--- src/rtl/uart_pkg.sv ---
// Shared types and helpers for the oversampling UART receiver.
package uart_pkg;

    typedef enum logic [2:0] {
        StIdle,
        StStart,
        StData,
        StParity,
        StStop1,
        StStop2,
        StBreakWait
    } rx_state_t;

    // Error flag bit positions inside a stored FIFO entry's flag field.
    localparam int unsigned ERR_PARITY = 0;
    localparam int unsigned ERR_FRAME  = 1;
    localparam int unsigned ERR_BREAK  = 2;
    localparam int unsigned NUM_ERR    = 3;

    // Per-character framing captured at start-bit detection.
    typedef struct packed {
        logic [3:0] nbits;
        logic       use_par;
        logic       par_odd;
        logic       two_stop;
    } rx_cfg_t;

    function automatic logic majority3(input logic [2:0] s);
        return (s[0] & s[1]) | (s[0] & s[2]) | (s[1] & s[2]);
    endfunction

endpackage

--- src/rtl/sync_fifo_fwft_with_clear.sv ---
// First-word-fall-through synchronous FIFO with a synchronous flush.
module sync_fifo_fwft_with_clear #(
    parameter int unsigned DATA_WIDTH = 8,
    parameter int unsigned DEPTH      = 16
) (
    input  logic                  clk,
    input  logic                  rst_n,
    input  logic                  clear,
    input  logic                  wr_en,
    input  logic [DATA_WIDTH-1:0] wr_data,
    input  logic                  rd_en,
    output logic [DATA_WIDTH-1:0] rd_data,
    output logic                  full,
    output logic                  empty
);

    localparam int unsigned ADDR_W = $clog2(DEPTH);
    localparam int unsigned CNT_W  = $clog2(DEPTH + 1);

    logic [DATA_WIDTH-1:0] mem_q [DEPTH];
    logic [ADDR_W-1:0]     wr_ptr_q;
    logic [ADDR_W-1:0]     rd_ptr_q;
    logic [CNT_W-1:0]      count_q;
    logic                  do_wr;
    logic                  do_rd;

    assign full  = (count_q == CNT_W'(DEPTH));
    assign empty = (count_q == '0);

    // A read in the same cycle frees the slot a write into a full FIFO needs.
    assign do_rd = rd_en & ~empty;
    assign do_wr = wr_en & (~full | do_rd);

    assign rd_data = empty ? '0 : mem_q[rd_ptr_q];

    always_ff @(posedge clk or negedge rst_n) begin
        if (!rst_n) begin
            for (int unsigned i = 0; i < DEPTH; i++) begin
                mem_q[i] <= '0;
            end
            wr_ptr_q <= '0;
            rd_ptr_q <= '0;
            count_q  <= '0;
        end else if (clear) begin
            wr_ptr_q <= '0;
            rd_ptr_q <= '0;
            count_q  <= '0;
        end else begin
            if (do_wr) begin
                mem_q[wr_ptr_q] <= wr_data;
                wr_ptr_q        <= wr_ptr_q + ADDR_W'(1);
            end
            if (do_rd) begin
                rd_ptr_q <= rd_ptr_q + ADDR_W'(1);
            end
            count_q <= count_q + CNT_W'(do_wr) - CNT_W'(do_rd);
        end
    end

endmodule

--- src/rtl/uart_rx_os.sv ---
// UART receiver: oversampled majority-vote bit recovery, per-character error
// flags, break detection, receive timeout and an RX FIFO with level tracking.
module uart_rx_os
    import uart_pkg::*;
#(
    parameter int unsigned FIFO_DEPTH    = 16,
    parameter int unsigned MAX_DATA_BITS = 9,
    parameter int unsigned OVERSAMPLE    = 16,
    parameter int unsigned TIMEOUT_BITS  = 40,
    localparam int unsigned LVL_W        = $clog2(FIFO_DEPTH + 1)
) (
    input  logic                     clk,
    input  logic                     rst_n,
    input  logic                     i_os_strb,
    input  logic [2:0]               i_data_bits,
    input  logic                     i_use_parity,
    input  logic                     i_parity,
    input  logic                     i_stop_bits,
    input  logic [LVL_W-1:0]         i_threshold,
    input  logic                     i_timeout_en,
    input  logic                     i_fifo_clear,
    input  logic                     i_fifo_rd_en,
    output logic [MAX_DATA_BITS-1:0] o_fifo_rd_data,
    output logic [2:0]               o_fifo_rd_err,
    output logic                     o_fifo_full,
    output logic                     o_fifo_empty,
    output logic [LVL_W-1:0]         o_fifo_level,
    output logic                     o_threshold,
    output logic                     o_timeout,
    output logic                     o_overflow_error,
    output logic                     o_underflow_error,
    output logic                     o_busy,
    input  logic                     i_uart_rx
);

    localparam int unsigned CNT_W     = $clog2(OVERSAMPLE);
    localparam int unsigned BIT_W     = 4;
    localparam int unsigned ENTRY_W   = MAX_DATA_BITS + NUM_ERR;
    localparam int unsigned TMO_LIMIT = TIMEOUT_BITS * OVERSAMPLE;
    localparam int unsigned TMO_W     = $clog2(TMO_LIMIT + 1);

    logic                     rx_meta_q, rx_sync_q, rx_prev_q;
    logic [1:0]               samp_q;
    rx_state_t                state_q, state_d;
    logic [CNT_W-1:0]         os_cnt_q, os_cnt_d;
    logic [BIT_W-1:0]         bit_cnt_q, bit_cnt_d;
    logic [MAX_DATA_BITS-1:0] data_q, data_d;
    logic                     par_q, par_d;
    logic                     zero_q, zero_d;
    logic                     par_err_q, par_err_d;
    rx_cfg_t                  cfg_q, cfg_d;
    logic [LVL_W-1:0]         level_q, level_d;
    logic                     thr_q;
    logic                     ovf_q, unf_q;
    logic [TMO_W-1:0]         tmo_q, tmo_d;

    logic                     mid, bnd, vote, start_edge, start_det, brk;
    logic [3:0]               nbits_req;
    logic                     wr_req, wr_ok, rd_ok;
    logic [NUM_ERR-1:0]       wr_flags;
    logic [ENTRY_W-1:0]       wr_entry, rd_entry;
    logic                     fifo_full, fifo_empty;

    assign mid        = i_os_strb && (os_cnt_q == CNT_W'(OVERSAMPLE / 2 + 1));
    assign bnd        = i_os_strb && (os_cnt_q == CNT_W'(OVERSAMPLE - 1));
    // Vote window: two stored samples plus the one arriving on this tick.
    assign vote       = majority3({samp_q, rx_sync_q});
    assign start_edge = rx_prev_q & ~rx_sync_q;
    assign nbits_req  = 4'd5 + {1'b0, i_data_bits};

    always_comb begin
        state_d   = state_q;
        os_cnt_d  = os_cnt_q;
        bit_cnt_d = bit_cnt_q;
        data_d    = data_q;
        par_d     = par_q;
        zero_d    = zero_q;
        par_err_d = par_err_q;
        cfg_d     = cfg_q;
        wr_req    = 1'b0;
        wr_flags  = '0;
        start_det = 1'b0;
        brk       = 1'b0;

        if (i_os_strb) begin
            os_cnt_d = bnd ? '0 : os_cnt_q + CNT_W'(1);
        end

        case (state_q)
            StIdle: begin
                if (start_edge) begin
                    start_det      = 1'b1;
                    os_cnt_d       = '0;
                    cfg_d.nbits    = (nbits_req > 4'(MAX_DATA_BITS)) ? 4'(MAX_DATA_BITS)
                                                                      : nbits_req;
                    cfg_d.use_par  = i_use_parity;
                    cfg_d.par_odd  = i_parity;
                    cfg_d.two_stop = i_stop_bits;
                    bit_cnt_d      = '0;
                    data_d         = '0;
                    par_d          = 1'b0;
                    zero_d         = 1'b1;
                    par_err_d      = 1'b0;
                    state_d        = StStart;
                end
            end
            StStart: begin
                if (mid && vote) begin
                    state_d = StIdle;
                end else if (bnd) begin
                    state_d = StData;
                end
            end
            StData: begin
                if (mid) begin
                    for (int unsigned i = 0; i < MAX_DATA_BITS; i++) begin
                        if (bit_cnt_q == BIT_W'(i)) begin
                            data_d[i] = vote;
                        end
                    end
                    par_d     = par_q ^ vote;
                    zero_d    = zero_q & ~vote;
                    bit_cnt_d = bit_cnt_q + BIT_W'(1);
                end
                if (bnd && (bit_cnt_q == cfg_q.nbits)) begin
                    state_d = cfg_q.use_par ? StParity : StStop1;
                end
            end
            StParity: begin
                if (mid) begin
                    par_err_d = vote ^ par_q ^ cfg_q.par_odd;
                    zero_d    = zero_q & ~vote;
                end
                if (bnd) begin
                    state_d = StStop1;
                end
            end
            StStop1: begin
                if (mid) begin
                    brk                  = zero_q & ~vote;
                    wr_req               = 1'b1;
                    wr_flags[ERR_PARITY] = par_err_q;
                    wr_flags[ERR_FRAME]  = ~vote;
                    wr_flags[ERR_BREAK]  = brk;
                    if (brk) begin
                        state_d = StBreakWait;
                    end else if (cfg_q.two_stop) begin
                        state_d = StStop2;
                    end else begin
                        state_d = StIdle;
                    end
                end
            end
            StStop2: begin
                // Entry already stored at STOP1, so a bad second stop bit is not recorded.
                if (mid) begin
                    state_d = StIdle;
                end
            end
            StBreakWait: begin
                if (rx_sync_q) begin
                    state_d = StIdle;
                end
            end
            default: state_d = StIdle;
        endcase
    end

    assign wr_entry = {wr_flags, data_q};
    assign rd_ok    = i_fifo_rd_en & ~fifo_empty;
    assign wr_ok    = wr_req & (~fifo_full | rd_ok);

    always_comb begin
        level_d = level_q;
        if (i_fifo_clear) begin
            level_d = '0;
        end else begin
            level_d = level_q + LVL_W'(wr_ok) - LVL_W'(rd_ok);
        end
    end

    always_comb begin
        tmo_d = tmo_q;
        if (wr_req || i_fifo_rd_en || i_fifo_clear || start_det || !i_timeout_en) begin
            tmo_d = '0;
        end else if (i_os_strb && !fifo_empty && (state_q == StIdle) &&
                     (tmo_q != TMO_W'(TMO_LIMIT))) begin
            tmo_d = tmo_q + TMO_W'(1);
        end
    end

    always_ff @(posedge clk or negedge rst_n) begin
        if (!rst_n) begin
            rx_meta_q <= 1'b1;
            rx_sync_q <= 1'b1;
            rx_prev_q <= 1'b1;
            samp_q    <= 2'b11;
            state_q   <= StIdle;
            os_cnt_q  <= '0;
            bit_cnt_q <= '0;
            data_q    <= '0;
            par_q     <= 1'b0;
            zero_q    <= 1'b0;
            par_err_q <= 1'b0;
            cfg_q     <= '0;
            level_q   <= '0;
            thr_q     <= 1'b0;
            ovf_q     <= 1'b0;
            unf_q     <= 1'b0;
            tmo_q     <= '0;
        end else begin
            rx_meta_q <= i_uart_rx;
            rx_sync_q <= rx_meta_q;
            rx_prev_q <= rx_sync_q;
            if (i_os_strb) begin
                samp_q <= {samp_q[0], rx_sync_q};
            end
            state_q   <= state_d;
            os_cnt_q  <= os_cnt_d;
            bit_cnt_q <= bit_cnt_d;
            data_q    <= data_d;
            par_q     <= par_d;
            zero_q    <= zero_d;
            par_err_q <= par_err_d;
            cfg_q     <= cfg_d;
            level_q   <= level_d;
            thr_q     <= (level_q >= i_threshold);
            ovf_q     <= wr_req & ~wr_ok & ~i_fifo_clear;
            unf_q     <= i_fifo_rd_en & fifo_empty & ~i_fifo_clear;
            tmo_q     <= tmo_d;
        end
    end

    sync_fifo_fwft_with_clear #(
        .DATA_WIDTH (ENTRY_W),
        .DEPTH      (FIFO_DEPTH)
    ) u_fifo (
        .clk     (clk),
        .rst_n   (rst_n),
        .clear   (i_fifo_clear),
        .wr_en   (wr_req),
        .wr_data (wr_entry),
        .rd_en   (i_fifo_rd_en),
        .rd_data (rd_entry),
        .full    (fifo_full),
        .empty   (fifo_empty)
    );

    assign o_fifo_rd_data    = rd_entry[MAX_DATA_BITS-1:0];
    assign o_fifo_rd_err     = rd_entry[ENTRY_W-1:MAX_DATA_BITS];
    assign o_fifo_full       = fifo_full;
    assign o_fifo_empty      = fifo_empty;
    assign o_fifo_level      = level_q;
    assign o_threshold       = thr_q;
    assign o_timeout         = (tmo_q == TMO_W'(TMO_LIMIT));
    assign o_overflow_error  = ovf_q;
    assign o_underflow_error = unf_q;
    assign o_busy            = (state_q != StIdle);

endmodule

--- config.mk ---
export PLATFORM = sky130hd
export DESIGN_NAME = uart_rx_os
export DESIGN_NICKNAME = d
export VERILOG_FILES = /design/src/rtl/uart_pkg.sv /design/src/rtl/sync_fifo_fwft_with_clear.sv /design/src/rtl/uart_rx_os.sv
export SDC_FILE = /design/constraint.sdc
export NUM_CORES = 1
export LEC_CHECK = 0
export ABC_AREA = 0
export CAP_MARGIN = 20
export CELL_PAD_IN_SITES_DETAIL_PLACEMENT = 1
export CELL_PAD_IN_SITES_GLOBAL_PLACEMENT = 2
export CORE_AREA = 5 5 169 171
export DETAILED_ROUTE_END_ITERATION = 10
export DIE_AREA = 0 0 174 176
export PLACE_DENSITY = 0.92
export SYNTH_ARGS = -nofsm -noshare
export SYNTH_HDL_FRONTEND = slang
export SYNTH_SLANG_ARGS = --single-unit
--- constraint.sdc ---
create_clock -name clk -period 4.94 [get_ports clk]
set_input_delay 0.494 -clock clk [delete_from_list [all_inputs] [get_ports clk]]
set_output_delay 0.494 -clock clk [all_outputs]
set_load 0.1 [all_outputs]
# Word-level counts from Yosys, hierarchy flattened
# Index checks and enable logic that the tools add are counted.
totals:
  output_inout_bits: 24
  ff_bits: 258
  elab_cells: 226
  input_bits: 18
op_classes:
  mux: 61
  n_reduce_logical: 40
  order_cmp: 5
  add_sub_neg: 10
  eq_ne: 39
  bitwise: 24
op_table:
  columns: ["op", "n"]
  rows:
  - ["bitwise mux 192 bit", 1]
  - ["binary-select mux 12 bit (select 4 bit)", 1]
  - ["demux 12 bit (select 4 bit)", 1]
  - ["two-way mux 12 bit", 4]
  - ["two-way mux 4 bit", 11]
  - ["two-way mux 3 bit", 13]
  - ["AND reduction 4 bit", 9]
  - ["!= test 2 bit, second input constant", 17]
  - ["case mux 3 bit (7 select lines)", 1]
  - ["two-way mux 10 bit", 2]
  - ["two-way mux 1 bit", 18]
  - ["two-way mux 9 bit", 2]
  - ["case mux 9 bit (2 select lines)", 1]
  - ["adder 4 x 1 -> 4 bit, second input constant", 4]
  - ["== test 4 x 3 -> 1 bit, second input constant", 4]
  - ["== test 4 bit, second input constant", 3]
  - ["nonzero test 2 bit", 6]
  - ["AND 1 bit", 11]
  - ["adder 10 x 1 -> 10 bit, second input constant", 1]
  - ["adder 5 x 1 -> 5 bit", 2]
  - ["== test 10 bit, second input constant", 1]
  - ["greater-or-equal comparator 5 bit, second input constant", 2]
  - ["two-way mux 5 bit", 2]
  - ["!= test 10 bit, second input constant", 1]
  - ["other kinds (31)", 61]

# Depth between registers and ports, before layout
# Gate-level depths: netlist (run 1).
depth:
  word_depth: 9
  depth_mapped: 15
  depth_no_buf: 15

# By module
# A second synthesis (run 1) with hierarchy kept.
unflattened:
  cells_unflattened: 946
  hier_area_um2: 13075.0
modules_own_cells:
  columns: ["mod", "seq_area_each_um2", "cells_each", "area_per_inst_um2", "n_inst"]
  rows:
  - ["sync_fifo_fwft_with_clear", 5129.9, 636, 10007.1, 1]
  - ["uart_rx_os", 1332.5, 310, 3067.9, 1]

# Least setup slack after synthesis (run 1)
# No wires, ideal clock.
synth_path:
  kind: "flip-flop to output port"
  startpoint: "register u_fifo.count_q[3]"
  endpoint: "output o_fifo_rd_data[3]"
  stages_incl_launch_ff: 6
  t_arrival_ns: 3.142
  setup_slack_ns: 1.304
  required_ns: 4.446
  n_path_buf: 1
  path_cell_list: "dfrtp_1 -> inv_1 -> ha_1 -> nor4b_1 -> clkbuf_1 -> nor2b_1"
synth_via:
  elab_chain_cells: 2
synth_rtl:
  columns: ["element", "line", "text"]
  rows:
  - ["from (decl)", "sync_fifo_fwft_with_clear.sv:23", "logic [CNT_W-1:0] count_q;"]
  - ["from (signal assigned)", "sync_fifo_fwft_with_clear.sv:56", "count_q <= count_q + CNT_W'(do_wr) - CNT_W'(do_rd);"]
  - ["logical NOT 5 bit", "sync_fifo_fwft_with_clear.sv:28", "assign empty = (count_q == '0);"]
  - ["net o_fifo_empty", "uart_rx_os.sv:26", "output logic o_fifo_empty,"]
  - ["two-way mux 12 bit", "sync_fifo_fwft_with_clear.sv:34", "assign rd_data = empty ? '0 : mem_q[rd_ptr_q];"]
  - ["to (decl)", "uart_rx_os.sv:23", "output logic [MAX_DATA_BITS-1:0] o_fifo_rd_data,"]
# The timed path passes the listed nets, and every way through them passes these cells.

# Final worst setup path (run 1)
layout_path:
  startpoint: "register u_fifo.rd_ptr_q[0]"
  endpoint: "output o_fifo_rd_err[0]"
layout_via:
  elab_chain_cells: 5
layout_rtl:
  columns: ["element", "line", "text"]
  rows:
  - ["from (decl)", "sync_fifo_fwft_with_clear.sv:22", "logic [ADDR_W-1:0] rd_ptr_q;"]
  - ["from (signal assigned)", "sync_fifo_fwft_with_clear.sv:54", "rd_ptr_q <= rd_ptr_q + ADDR_W'(1);"]
  - ["NOT 4 -> 5 bit (not written as such)", "sync_fifo_fwft_with_clear.sv:34", null]
  - ["binary-select mux 12 bit (select 4 bit)", "sync_fifo_fwft_with_clear.sv:34", null]
  - ["two-way mux 12 bit (not written as such) (2 in series)", "sync_fifo_fwft_with_clear.sv:34", null]
  - ["two-way mux 12 bit", "sync_fifo_fwft_with_clear.sv:34", null]
  - ["to (decl)", "uart_rx_os.sv:24", "output logic [2:0] o_fifo_rd_err,"]
# Every way passes these cells. The select of a mux whose other input is x is not followed.

==> out/results.ini, run 1 <==
[worst_setup_path]
cp_common_cell = sky130_fd_sc_hd__mux4_2
slowest_delay_ns = 0.99
critPathBufInv = 2
crit_chain = buf_12, mux4_2, mux4_2, nor2b_1, clkdlybuf4s50_1
reg2regPathDepth = 13
worstPathMaxFanout = 26
critical_path_class = register to output pin
register_to_register_setup_slack_ns = 1.64
worst_setup_path_end_kind = output pin
crit_cells = 5
timing.critical_path.arrival_ns = 3.89
family_with_the_most_delay_on_the_worst_path = buffers and inverters
slowest_stage_cell_cp = sky130_fd_sc_hd__clkdlybuf4s50_1
required_ns = 4.45
critPathLaunchType = register

[routing]
route.detailed.vias_per_inst = 5.85
routed_wire_length_per_instance_um = 24.2
detailroute.via_count = 7663
drc_viols = 0
detail_route.wirelength_um = 31700
postRouteAntennaNets = 0
detailedRoute.firstPassIterationCount = 4
dr.first_iter.drc_count = 454

[timing]
whs_ns = 0.341
slew_violations = 0
min_period_over_period = 0.888
max-slew-margin-rel = 0.299
report.final.hold_viol_count = 0
grt_setup_unrepaired = no
finalSetupTns_ns = 0
setup_viol = 0
timing.fmax_mhz = 228
final.setup.worst_slack_ns = 0.553
tightest_slew_ns = 1.05
maximum_clock_skew_at_final_layout_ns = 0.0217
post-route-min-period_ns = 4.39

[synthesis]
yosys_warnings = 0
syn_area_per_cell_um2 = 13.9
synth.yosys.seq_area_share = 0.511
synth.cell_area_mm2 = 0.0126
post_synth_inst_count = 912
leading_register_cell_type_out_of_synthesis = sky130_fd_sc_hd__dfrtp_1
synth.distinct_cells = 58
syn_nets = 963
number_of_flops_mapped_to_enable_cells_by_yosys = 0
async_flop_share = 1.00
postSynthRegisterBits = 258

[cells_and_area]
post_route_cell_area_mm2 = 0.0144
antenna_cells_inserted = 0
post-route-util = 0.538
p_r_area_growth_vs_syn_pct = 13.8
final_net_count = 997
layout.cells.most_common = sky130_fd_sc_hd__dfrtp_1
final_layout_size_suffix_gt1_frac = 0.334
final_cell_mix = sky130_fd_sc_hd__dfrtp_1, sky130_fd_sc_hd__mux2_2, sky130_fd_sc_hd__mux4_2

[global_route]
grt_pass1_wl_um = 50800
first_global_vias = 8638
grt_overflow_total = 0
overall_global_routing_resource_usage = 0.210
pin_count_of_the_biggest_net_entering_global_routing = 153
grt_antenna_before_repair = 0

[cts]
clock_sinks = 258
ctsResizeCount = 0
worstSkewPairLatency_ns = 0.56
cts_buffers = 29
cts_root_buffer = sky130_fd_sc_hd__clkbuf_16
tritoncts = done
htree_levels = 1
clock_tree.buffer_depth = 3
clkSlewWorstSetupHoldPaths_ns = 0.06

[min_path]
min_path_cells = 1
hold_path_class = input port to register

[place]
gp_routability_congestion = 0.783
place_hpwl_um = 19100
place.port_buffers = 41
pre_cts_slack_ns = 1.14
dpl_cell_area_mm2 = 0.0133

[die]
dieArea_mm2 = 0.0306
die_height_um = 176
ioPinCount = 42
initial_utilization = 0.473
chipWidth_um = 174
core_mm2 = 0.0267
rows = 60

[run_status]
status = finished, final reports clean

[pwr]
vdd_ir_drop_max_mv = 0.316
power_leakage_nw = 6.71
power.density_mw_per_mm2 = 451

[run]
drv_cap = 0

[cells in the mapped netlist (11+ instances only)]
cell / n / share of area
sky130_fd_sc_hd__a21oi_1: 16 / 0.0063
sky130_fd_sc_hd__and3_1: 17 / 0.0084
sky130_fd_sc_hd__buf_6: 13 / 0.012
sky130_fd_sc_hd__clkbuf_1: 31 / 0.0092
sky130_fd_sc_hd__dfrtp_1: 253 / 0.50
sky130_fd_sc_hd__ha_1: 31 / 0.031
sky130_fd_sc_hd__inv_1: 34 / 0.010
sky130_fd_sc_hd__mux2_2: 170 / 0.15
sky130_fd_sc_hd__mux2_4: 12 / 0.014
sky130_fd_sc_hd__mux4_2: 60 / 0.11
sky130_fd_sc_hd__nand2_1: 45 / 0.013
sky130_fd_sc_hd__nor2_1: 42 / 0.012
sky130_fd_sc_hd__nor2b_1: 18 / 0.0089
sky130_fd_sc_hd__o21ai_0: 15 / 0.0059
sky130_fd_sc_hd__xnor2_1: 22 / 0.015
sky130_fd_sc_hd__xor2_1: 11 / 0.0076
[cell families after synthesis]
group	Yosys count	synth area share
AO/OA/AOI/OAI	64	0.0345
XOR/XNOR	33	0.0229
adder cells (fa/ha/maj)	34	0.0346
buffers and inverters	89	0.0361
flip-flops	258	0.511
multiplexers	260	0.288
AND/OR/NAND/NOR	174	0.0733
[state kept, by name, summed over array words and instances (netlist names), 2 cells and up]
name,flops
samp_q,2
data_q,9
u_fifo.wr_ptr_q,4
u_fifo.mem_q,192
bit_cnt_q,4
cfg_q,7
u_fifo.count_q,5
os_cnt_q,4
tmo_q,10
o_fifo_level,5
u_fifo.rd_ptr_q,4
state_q,3
[path summary, 6_finish.rpt]
path                                    start                end
min                                 i_uart_rx          rx_meta_q
min reg2reg                         rx_meta_q          rx_sync_q
min in group asynchronous               rst_n    o_fifo_level[3]
max reg2reg                        state_q[2]    o_fifo_level[4]
max                        u_fifo.rd_ptr_q[0]   o_fifo_rd_err[0]
max in group asynchronous               rst_n  u_fifo.mem_q[148]
[where the power goes]
part	internal, W	switching [W]
Sequential	0.00227	0.000393
Clock	0.00144	0.000899
Combinational	0.000592	0.000891
[routing by layer]
metal	track usage	wire [um]	vias up
met4	0.0607	883	0
met5	0	0	-
li1	-	-	3353
met2	0.357	15800	157
met1	0.281	13800	4092
met3	0.0334	1250	61
[repair_timing]
action	CTS	global route
setup buffers	0	0
hold buffers	1	0
endpoints found under the hold margin	57	0
[final cells by class]
type	count	area, um^2
Clock buffer	38	790
Tap cell	341	427
Multi-Input combinational cell	565	5730
Inverter	34	128
Sequential cell	258	6470
Timing Repair Buffer	58	591
Fill cell	2574	12300
Clock inverter	16	253
[per-stage QoR]
stage | total power (W) | instances
global placement | 0.00413 | 1254
CTS | 0.00655 | 1309
global route | 0.00682 | 1310
detailed placement | 0.00419 | 1254
floorplan | 0.00370 | 912
finish | 0.00649 | 1310
Note: power is estimated with default switching activity, not from simulation.
==> run 2: changes to the inputs <==
- SKIP_LAST_GASP: not set -> 1
==> results of run 2 <==
Final layout, timing and power as in run 1 (identical DEF).
